--- src/rtl/clock_ctrl_pkg.sv ---
// Shared definitions for the digital clock mode/sequencing controller:
// mode encoding, mode width and a counter-width helper.
package clock_ctrl_pkg;

   localparam int unsigned MODE_W = 2;

   typedef enum logic [MODE_W-1:0] {
      MODE_RUN     = 2'd0,
      MODE_SET_HR  = 2'd1,
      MODE_SET_MIN = 2'd2,
      MODE_ILLEGAL = 2'd3
   } mode_e;

   // Bits needed to hold 0..n-1, never less than one.
   function automatic int unsigned cnt_w(input int unsigned n);
      return (n > 1) ? $clog2(n) : 1;
   endfunction

endpackage

--- src/rtl/btn_cond.sv ---
// Push-button conditioner: 2-flop synchronizer, level debounce and a
// single-cycle pulse on each accepted 0->1 transition.
// Ports:
//   clk    system clock
//   rst    asynchronous active-high reset
//   btn    raw button level, asynchronous to clk
//   press  1-cycle pulse, 2 + DB_CYCLES + 1 cycles after a clean rising edge
module btn_cond
   import clock_ctrl_pkg::*;
#(
   parameter int unsigned DB_CYCLES = 500_000
)(
   input  logic clk,
   input  logic rst,
   input  logic btn,
   output logic press
);

   localparam int unsigned DB_W = cnt_w(DB_CYCLES);

   logic            sync1;
   logic            sync2;
   logic            db_level;
   logic            db_prev;
   logic [DB_W-1:0] db_cnt;

   // Synchronizer, debounce counter and edge pulse.
   always_ff @(posedge clk or posedge rst) begin
      if (rst) begin
         sync1    <= 1'b0;
         sync2    <= 1'b0;
         db_level <= 1'b0;
         db_prev  <= 1'b0;
         db_cnt   <= '0;
         press    <= 1'b0;
      end else begin
         sync1 <= btn;
         sync2 <= sync1;
         // Count consecutive samples that disagree with the accepted level;
         // any agreeing sample restarts the count.
         if (sync2 == db_level) begin
            db_cnt <= '0;
         end else if (db_cnt == DB_W'(DB_CYCLES - 1)) begin
            db_level <= sync2;
            db_cnt   <= '0;
         end else begin
            db_cnt <= db_cnt + DB_W'(1);
         end
         db_prev <= db_level;
         press   <= db_level & ~db_prev;
      end
   end

endmodule

--- src/rtl/clock_ctrl.sv ---
// Mode/sequencing controller for a 24 h digital clock: 1 Hz prescaler,
// button conditioning, RUN -> SET_HR -> SET_MIN mode FSM and count-enable
// decode for the seconds/minutes/hours BCD counters.
// Optional blink of the field being set when CLOCK_BLINK_EN is defined;
// otherwise blank is tied low and no blink logic exists.
// Ports:
//   clk       system clock
//   cr        asynchronous active-high reset
//   btn_mode  raw mode button (async)
//   btn_inc   raw increment button (async)
//   rco_sec   seconds counter at 59
//   rco_min   minutes counter at 59
//   en_sec    seconds count enable (combinational pulse)
//   en_min    minutes count enable (combinational pulse)
//   en_hr     hours count enable (combinational pulse)
//   clr_sec   seconds synchronous clear, registered 1-cycle pulse
//   mode      0=RUN 1=SET_HR 2=SET_MIN
//   blank     [1] blank hours, [0] blank minutes
module clock_ctrl
   import clock_ctrl_pkg::*;
#(
   parameter int unsigned TICK_DIV  = 50_000_000,
   parameter int unsigned DB_CYCLES = 500_000
`ifdef CLOCK_BLINK_EN
   ,
   parameter int unsigned BLINK_DIV = 12_500_000
`endif
)(
   input  logic              clk,
   input  logic              cr,
   input  logic              btn_mode,
   input  logic              btn_inc,
   input  logic              rco_sec,
   input  logic              rco_min,
   output logic              en_sec,
   output logic              en_min,
   output logic              en_hr,
   output logic              clr_sec,
   output logic [MODE_W-1:0] mode,
   output logic [1:0]        blank
);

   localparam int unsigned TICK_W = cnt_w(TICK_DIV);

   logic              p_mode;
   logic              p_inc;
   mode_e             state;
   mode_e             state_next;
   logic              mode_chg;
   logic [TICK_W-1:0] tick_cnt;
   logic              tick;

   btn_cond #(.DB_CYCLES(DB_CYCLES)) u_btn_mode (
      .clk   (clk),
      .rst   (cr),
      .btn   (btn_mode),
      .press (p_mode)
   );

   btn_cond #(.DB_CYCLES(DB_CYCLES)) u_btn_inc (
      .clk   (clk),
      .rst   (cr),
      .btn   (btn_inc),
      .press (p_inc)
   );

   // Mode state register.
   always_ff @(posedge clk or posedge cr) begin
      if (cr) state <= MODE_RUN;
      else    state <= state_next;
   end

   // Mode next-state: advance on each mode press, recover from the unused code.
   always_comb begin
      state_next = state;
      case (state)
         MODE_RUN:     if (p_mode) state_next = MODE_SET_HR;
         MODE_SET_HR:  if (p_mode) state_next = MODE_SET_MIN;
         MODE_SET_MIN: if (p_mode) state_next = MODE_RUN;
         default:      state_next = MODE_RUN;
      endcase
   end

   assign mode_chg = (state_next != state);

   // Enable decode; a mode press in the same cycle swallows the increment.
   always_comb begin
      en_sec = 1'b0;
      en_min = 1'b0;
      en_hr  = 1'b0;
      case (state)
         MODE_RUN: begin
            en_sec = tick;
            en_min = tick & rco_sec;
            en_hr  = tick & rco_sec & rco_min;
         end
         MODE_SET_HR:  en_hr  = p_inc & ~p_mode;
         MODE_SET_MIN: en_min = p_inc & ~p_mode;
         default: ;
      endcase
   end

   // 1 Hz prescaler; restarts on every mode change so RUN begins a full second.
   always_ff @(posedge clk or posedge cr) begin
      if (cr) begin
         tick_cnt <= '0;
         tick     <= 1'b0;
      end else if (mode_chg) begin
         tick_cnt <= '0;
         tick     <= 1'b0;
      end else if (tick_cnt == TICK_W'(TICK_DIV - 1)) begin
         tick_cnt <= '0;
         tick     <= 1'b1;
      end else begin
         tick_cnt <= tick_cnt + TICK_W'(1);
         tick     <= 1'b0;
      end
   end

   // Seconds clear coincides with the return to RUN.
   always_ff @(posedge clk or posedge cr) begin
      if (cr) clr_sec <= 1'b0;
      else    clr_sec <= (state == MODE_SET_MIN) & p_mode;
   end

   assign mode = state;

`ifdef CLOCK_BLINK_EN
   localparam int unsigned BLINK_W = cnt_w(BLINK_DIV);

   logic [BLINK_W-1:0] blink_cnt;
   logic               phase;

   // Blink phase; cleared on mode change so the new field starts visible.
   always_ff @(posedge clk or posedge cr) begin
      if (cr) begin
         blink_cnt <= '0;
         phase     <= 1'b0;
      end else if (mode_chg) begin
         blink_cnt <= '0;
         phase     <= 1'b0;
      end else if (blink_cnt == BLINK_W'(BLINK_DIV - 1)) begin
         blink_cnt <= '0;
         phase     <= ~phase;
      end else begin
         blink_cnt <= blink_cnt + BLINK_W'(1);
      end
   end

   assign blank = {(state == MODE_SET_HR) & phase, (state == MODE_SET_MIN) & phase};
`else
   assign blank = 2'b00;
`endif

endmodule

--- config.mk ---
export PLATFORM = sky130hd
export DESIGN_NAME = clock_ctrl
export DESIGN_NICKNAME = d
export VERILOG_FILES = /design/src/rtl/clock_ctrl_pkg.sv /design/src/rtl/btn_cond.sv /design/src/rtl/clock_ctrl.sv
export SDC_FILE = /design/constraint.sdc
export NUM_CORES = 1
export LEC_CHECK = 0
export ABC_CLOCK_PERIOD_IN_PS = 2900
export BUFFER_PORTS_ARGS = -buffer_cell sky130_fd_sc_hd__buf_2
export CELL_PAD_IN_SITES_DETAIL_PLACEMENT = 1
export CELL_PAD_IN_SITES_GLOBAL_PLACEMENT = 1
export CORE_MARGIN = 4
export CORE_UTILIZATION = 49
export CTS_CLUSTER_SIZE = 14
export DETAILED_ROUTE_END_ITERATION = 6
export HOLD_SLACK_MARGIN = 0.08
export PLACE_DENSITY_LB_ADDON = 0.1
export SETUP_SLACK_MARGIN = 0.4
export SKIP_CTS_REPAIR_TIMING = 1
export SLEW_MARGIN = 0
export SYNTH_ARGS = -nofsm -noshare
export SYNTH_HDL_FRONTEND = slang
export SYNTH_SLANG_ARGS = --single-unit
--- constraint.sdc ---
create_clock -name clk -period 2.9 [get_ports clk]
set_input_delay 0.435 -clock clk [delete_from_list [all_inputs] [get_ports clk]]
set_output_delay 0.435 -clock clk [all_outputs]
set_load 0.01 [all_outputs]
# Word-level counts from Yosys, hierarchy flattened
# Index checks and enable logic that the tools add are counted.
# totals
ff_bits	78
n_memories	0
output_inout_bits	8
input_bits	6
mem_bits_ro	0
mem_bits_rw	0
latchBits	0
elab_cells	56
# op_classes
shift	0
multipliers	0
n_addsub	3
bitwise_logic	11
mux	15
n_eq_ne	8
magnitude_cmp	0
div_mod_pow	0
n_reduce_logical	3
# ops
operator	count
19-bit 2-to-1 mux	4
26-bit 2-to-1 mux	2
19-bit by 1-bit adder with 19-bit output, second input constant	2
19-bit equality test, second input constant	2
26-bit by 1-bit adder with 26-bit output, second input constant	1
26-bit equality test, second input constant	1
1-bit AND	6
2-bit 2-to-1 mux	3
2-bit one-hot mux with 3 select lines	1
1-bit NOT	5
1-bit one-hot mux with 2 select lines	2
2-bit AND reduction	2
1-bit 2-to-1 mux	3
1-bit equality test	2
2-bit by 1-bit equality test with 1-bit output, second input constant	1
2-bit equality test, second input constant	1
2-bit zero test	1
2-bit inequality test	1

# Longest topological paths before layout
# Gate-level depths: netlist (run 1).
# logic_depth
word_depth	4
depth_mapped	6
mapped_depth_nobuf	5

# Hierarchy
# A second synthesis (run 1) with hierarchy kept.
# hier_totals
hier_cells	383
hier_area_um2	3873.7
# modules_own_cells
mod	n_inst	seq_area_each_um2	area_per_inst_um2	cells_per_inst
btn_cond	2	600.6	1147.4	106
clock_ctrl	1	750.7	1579.0	171

# Worst setup path before layout (run 1)
# No wires, ideal clock.
# synth_path
path_type	reg-to-reg
start	register u_btn_mode.db_cnt[12]
end	register u_btn_mode.db_level
stages_incl_launch_ff	5
period_less_slack_ps	1983
arrival_time_ps	1859
setup_slack_ps	917
setup_ps	125
n_path_buf	0
required_time_ps	2775
cell_sequence	dfrtp_1 or4_1 or4_4 nor2_1 mux2_2
# synth_via
elab_chain_len	2
# synth_rtl
item	line	source
start: declaration	btn_cond.sv:25	logic [DB_W-1:0] db_cnt;
start signal: assignment	btn_cond.sv:47	db_cnt <= db_cnt + DB_W'(1);
19-bit equality test	btn_cond.sv:43	end else if (db_cnt == DB_W'(DB_CYCLES - 1)) begin
2-bit AND reduction (no line)	n/a	
end signal: assignment	btn_cond.sv:44	db_level <= sync2;
end: declaration	btn_cond.sv:23	logic db_level;
# No other way between the ends.
# A chain may end at the register's enable or synchronous reset.

# Worst setup path after layout (run 1)
# layout_path
start	register u_btn_mode.db_cnt[12]
end	register u_btn_mode.db_cnt[2]
# layout_via
elab_chain_len	3
# layout_rtl
item	line	source
19-bit equality test	btn_cond.sv:43	
19-bit 2-to-1 mux	btn_cond.sv:43	
19-bit 2-to-1 mux	btn_cond.sv:41	if (sync2 == db_level) begin
# No other way between the ends.

==> flow_summary.ini, run 1 <==
[floorplanning]
num_rows = 31
start_util_pct = 51.4
design.die.area_mm2 = 0.00924
ioPinCount = 14
die_height_um = 96.1
die_w_um = 96.1
core_area_mm2 = 0.00741

[detailed_routing]
vias = 2859
drt_iter0_drc = 99
drc = 0
first_pass_iters = 4
viasPerCell = 5.75
wl_per_cell_um = 16.5
ant_nets = 0
wl_mm = 8.19

[yosys]
yosysUniqueCellTypes = 43
yosysMostFrequentCell = dfrtp_1
syn-instance-count = 380
synth_top_area_share_pct = 51.3
synth_seq_cells = 78
ys_async_sr_fraction_pct = 100
synth.area.top_cells = dfrtp_1 (51%), xnor2_1 (5.1%), nor2_1 (4.9%)
synth_edf_count = 0
yosysTopAreaCell = dfrtp_1
synth_area_mm2 = 0.00381
ys_seq_area_share_pct = 51.3
ys_warn_count = 0
ys.flop_type = dfrtp_1
synthTopCellsByCount = dfrtp_1 (78), nor2_1 (50), nand3_1 (26), a21oi_1 (22), xnor2_1 (22)
syn_area_per_cell_um2 = 10.0

[clocking]
cts_tree = built
numCtsBuffers = 9
clkTransAtPathRegs_ps = 80
htree_levels = 3
cts.sinks = 78
clock_latency_ps = 350
clockBufferDepth = 2
cts-root-buf = clkbuf_8

[cells_and_area]
area_delta_synth_final_pct = 9.27
multi_input_area_mm2 = 0.00175
nets = 403
final_cell_area_mm2 = 0.00416
drive_gt1_share_pct = 10.1
antennaDiodeCount = 0
fillers = 818
final_core_util_pct = 56.1
seq_area_mm2 = 0.00195

[sta]
setup_viol = 0
slew_viol_final = 0
post-route-period-util_pct = 74.7
rsz0062_at_grt = false
skew_ps = 10.7
fmax_ghz = 0.462
hold_viol_final = 0
layout_setup_ws_ps = 735
setup_tns_ps = 0
slew_headroom_pct = 59.2
tightestPinTransition_ps = 611
period_minus_slack_ps = 2170

[placement]
dp_slack_ps = 716
post_dp_cell_area_mm2 = 0.00396
gp_congestion = 0.805
hpwlAfterDp_mm = 5.56
port_buffers = 11

[global_routing]
track_usage_pct = 19.9
grt_antenna_before_repair = 0
grt_overflow_total = 0
grt_pass1_vias = 3038
grt_max_degree = 46
grt_pass1_wl_mm = 14.3

[critical_path]
rr_worst_depth = 4
cp-start-kind = flop
critPathKind = flop to flop
cp-end-kind = flop
worst-path-max-fanout = 18
arrival_ps = 2370
required_ps = 3110
crit_start = u_btn_mode.db_cnt[12]
reg2reg_from = u_btn_mode.db_cnt[12]

[power_and_ir_drop]
power.density_mw_per_mm2 = 478
p_total_mw = 1.99
p_leak_nw = 1.76
ir_worst_vdd_v = 0.000322

[worst_hold_path]
hp-class = input port to async pin

[run_status]
status = completed

[job]
max_cap_violations = 0
==> cell type report <==
type / count / area share [%]
Clock buffer: 13 / 3.82
Clock inverter: 3 / 1.02
Inverter: 12 / 1.11
Multi-Input combinational cell: 279 / 42.1
Sequential cell: 78 / 46.9
Tap cell: 99 / 2.98
Timing Repair Buffer: 13 / 1.99
==> per-stage QoR <==
step                      hold slack, ps  std cells
final                                132        497
after global routing                 155        497
after CTS                            137        497
after detailed placement             352        481
after global placement               335        481
after floorplan                      331        381
==> cells in the final DEF (no fill, tap or decap), types with 3 or more instances in the layout <==
cell type | netlist | final
dfrtp_1 | 78 | 78
nor2_1 | 50 | 50
nand3_1 | 26 | 26
xnor2_1 | 22 | 22
a21oi_1 | 22 | 22
nand2_1 | 21 | 21
xor2_1 | 17 | 17
nand4_1 | 12 | 12
inv_1 | 12 | 11
o21ai_0 | 11 | 11
or4_1 | 11 | 11
clkbuf_8 | 0 | 11
buf_2 | 0 | 11
or3_1 | 10 | 10
and4_1 | 9 | 9
and3_1 | 8 | 8
o31ai_1 | 8 | 8
nor3_1 | 7 | 7
nor4b_1 | 5 | 5
nor4_1 | 4 | 4
nor2b_1 | 4 | 4
ha_1 | 4 | 4
a31o_2 | 3 | 3
nand3b_1 | 3 | 3
==> power breakdown <==
part	internal, mW	switching [mW]
sequential	1.10	0.0104
combinational	0.0147	0.0409
clock	0.444	0.382
total	1.56	0.433
==> worst max-delay path, cell delays in order (launching register included) <==
cell and delay [ps]:
dfrtp_1 430, or4_1 520, or4_4 550, o21ai_4 420
nor2_1 110
==> worst paths after layout <==
check,to,slack [ps]
setup reg to reg,u_btn_mode.db_cnt[2],730
hold / removal,u_btn_mode.sync2,130
hold reg to reg,u_btn_mode.sync2,370
setup / recovery,u_btn_mode.db_cnt[2],730
max in group asynchronous,tick_cnt[3],2120
min in group clk,u_btn_mode.sync1,190
==> cells by family (layout without fill, tap and decap cells) <==
family                     count (synthesis)  in the layout  share of synthesized area [%]
other                                      1              2                         0.0985
adders and majority gates                  4              4                           1.31
and+or+nand+nor                          181            181                           26.5
muxes                                      2              2                          0.592
xor gates and xnor gates                  39             39                           8.97
buffers and inverters                     24             41                           2.76
DFF                                       78             78                           51.3
AOI/OAI and AO/OA                         51             51                           8.51
==> state kept, by name, indices dropped and copies added (netlist names) <==
| signal | cells |
|---|---|
| u_btn_mode.sync2 | 1 |
| u_btn_inc.db_prev | 1 |
| u_btn_mode.db_level | 1 |
| u_btn_mode.press | 1 |
| clr_sec | 1 |
| u_btn_inc.db_cnt | 19 |
| mode | 2 |
| tick | 1 |
| u_btn_inc.db_level | 1 |
| u_btn_inc.sync1 | 1 |
| tick_cnt | 26 |
| u_btn_mode.db_prev | 1 |
| u_btn_mode.sync1 | 1 |
| u_btn_inc.press | 1 |
| u_btn_inc.sync2 | 1 |
| u_btn_mode.db_cnt | 19 |
==> metal layers <==
layer	share of wire (%)	GRT usage [%]
met5	0	0
met4	1.4	7.23
met3	2.6	4.22
met2	50	33.6
met1	46	24.9
Power figures use the tool's default switching activity.
==> run 2, diff against run 1 <==
Settings changed: ABC_CLOCK_PERIOD_IN_PS 2900 to 2100.
Clock period 2.9 ns to 2.1 ns, I/O delays scaled along.
==> flow_summary.ini, run 2 (same netlist as run 1, synthesis figures left out) <==
[run_status]
status = completed

[job]
max_cap_violations = 0

[clocking]
clockBufferDepth = 2
cts-root-buf = clkbuf_8
cts_tree = built
numCtsBuffers = 9
htree_levels = 3
cts.sinks = 78
clock_latency_ps = 350
clkTransAtPathRegs_ps = 80

[floorplanning]
num_rows = 31
design.die.area_mm2 = 0.00924
core_area_mm2 = 0.00741
ioPinCount = 14
die_height_um = 96.1
die_w_um = 96.1
start_util_pct = 51.4

[sta]
period_minus_slack_ps = 2030
rsz0062_at_grt = true
finalHoldWorstSlack_ps = 80.4
fmax_ghz = 0.492
setup_tns_ps = 0
tightestPinTransition_ps = 486
skew_ps = 7.57
slew_headroom_pct = 67.1
setup_viol = 0
slew_viol_final = 0
hold_viol_final = 0
post-route-period-util_pct = 96.8

[global_routing]
track_usage_pct = 21.6
grt_antenna_before_repair = 0
grt_overflow_total = 0
grt_pass1_vias = 3185
grt_pass1_wl_mm = 15.4
grt_max_degree = 79

[placement]
dp.cells = 495
gp_congestion = 0.811
port_buffers = 11
hpwlAfterDp_mm = 6.06

[cells_and_area]
final_core_util_pct = 63.7
reg_top3 = tick_cnt: 26 flops, u_btn_inc.db_cnt: 19 flops, u_btn_mode.db_cnt: 19 flops
final_cell_mix = dfrtp_1 (68), nor2_1 (45), buf_4 (25)
drive_gt1_share_pct = 29.7
stdcell_count = 530
regMostFlops = tick_cnt
layout_commonest_cell = dfrtp_1
area_delta_synth_final_pct = 23.9
nets = 436
antennaDiodeCount = 0
largest_reg_flops = 26

[power_and_ir_drop]
ir_worst_vdd_v = 0.000360
p_leak_nw = 1.95
power.density_mw_per_mm2 = 607
p_total_mw = 2.86

[detailed_routing]
drt_iter0_drc = 90
wl_mm = 10.5
wl_per_cell_um = 19.8
ant_nets = 0
first_pass_iters = 4
vias = 3095
viasPerCell = 5.84
drc = 0

[critical_path]
regToRegSetupSlack_ps = 70
worst-path-max-fanout = 10
required_ps = 2320
critPathKind = flop to flop
arrival_ps = 2250
cp-end-kind = flop
cp-start-kind = flop

[worst_hold_path]
hp-class = input port to async pin
## run 2: through the flow
stage	instance area [um2]	setup WS (ps)
floorplan	3840	121
global placement	4090	69.2
detailed placement	4090	49.8
CTS	4310	35.1
global route	4720	-16.2
finish	4720	67.5
## run 2: worst max-delay path: stages (launching register included)
cell and delay (ps):
dfrtp_1 440, or4b_4 490, or4_4 560, o21ai_4 180, buf_6 170, a21oi_1 60
## run 2: cell type report
| cell class | instances | area [um2] |
|---|---|---|
| clock inverter | 4 | 70.1 |
| sequential | 78 | 1960 |
| multi-input combinational | 280 | 2010 |
| fill | 805 | 2690 |
| timing repair buffer | 45 | 350 |
| inverter | 12 | 48.8 |
| tap | 99 | 124 |
| clock buffer | 12 | 145 |
## run 2: worst paths after layout
kind,start,endpoint,cells past startpoint
max,u_btn_mode.db_cnt[6],u_btn_mode.db_cnt[14],5
min,cr,u_btn_mode.db_cnt[13],3
max reg2reg,u_btn_mode.db_cnt[6],u_btn_mode.db_cnt[14],5
min reg2reg,u_btn_inc.sync1,u_btn_inc.sync2,0
max in group asynchronous,cr,mode[1],3
min in group clk,u_btn_inc.sync1,u_btn_inc.sync2,0
## run 2: metal layers
layer	track usage (%)	wire [um]	vias to the layer above
met5	0	0	-
met1	27.2	4360	1588
li1	-	-	1453
met3	2.42	156	15
met2	37.7	5770	39
met4	8.41	217	0
## run 2: where the power goes
| group | total [mW] | internal, mW | switching [mW] |
|---|---|---|---|
| Clock | 1.24 | 0.700 | 0.540 |
| Combinational | 0.0945 | 0.0303 | 0.0642 |
| Sequential | 1.53 | 1.51 | 0.0158 |
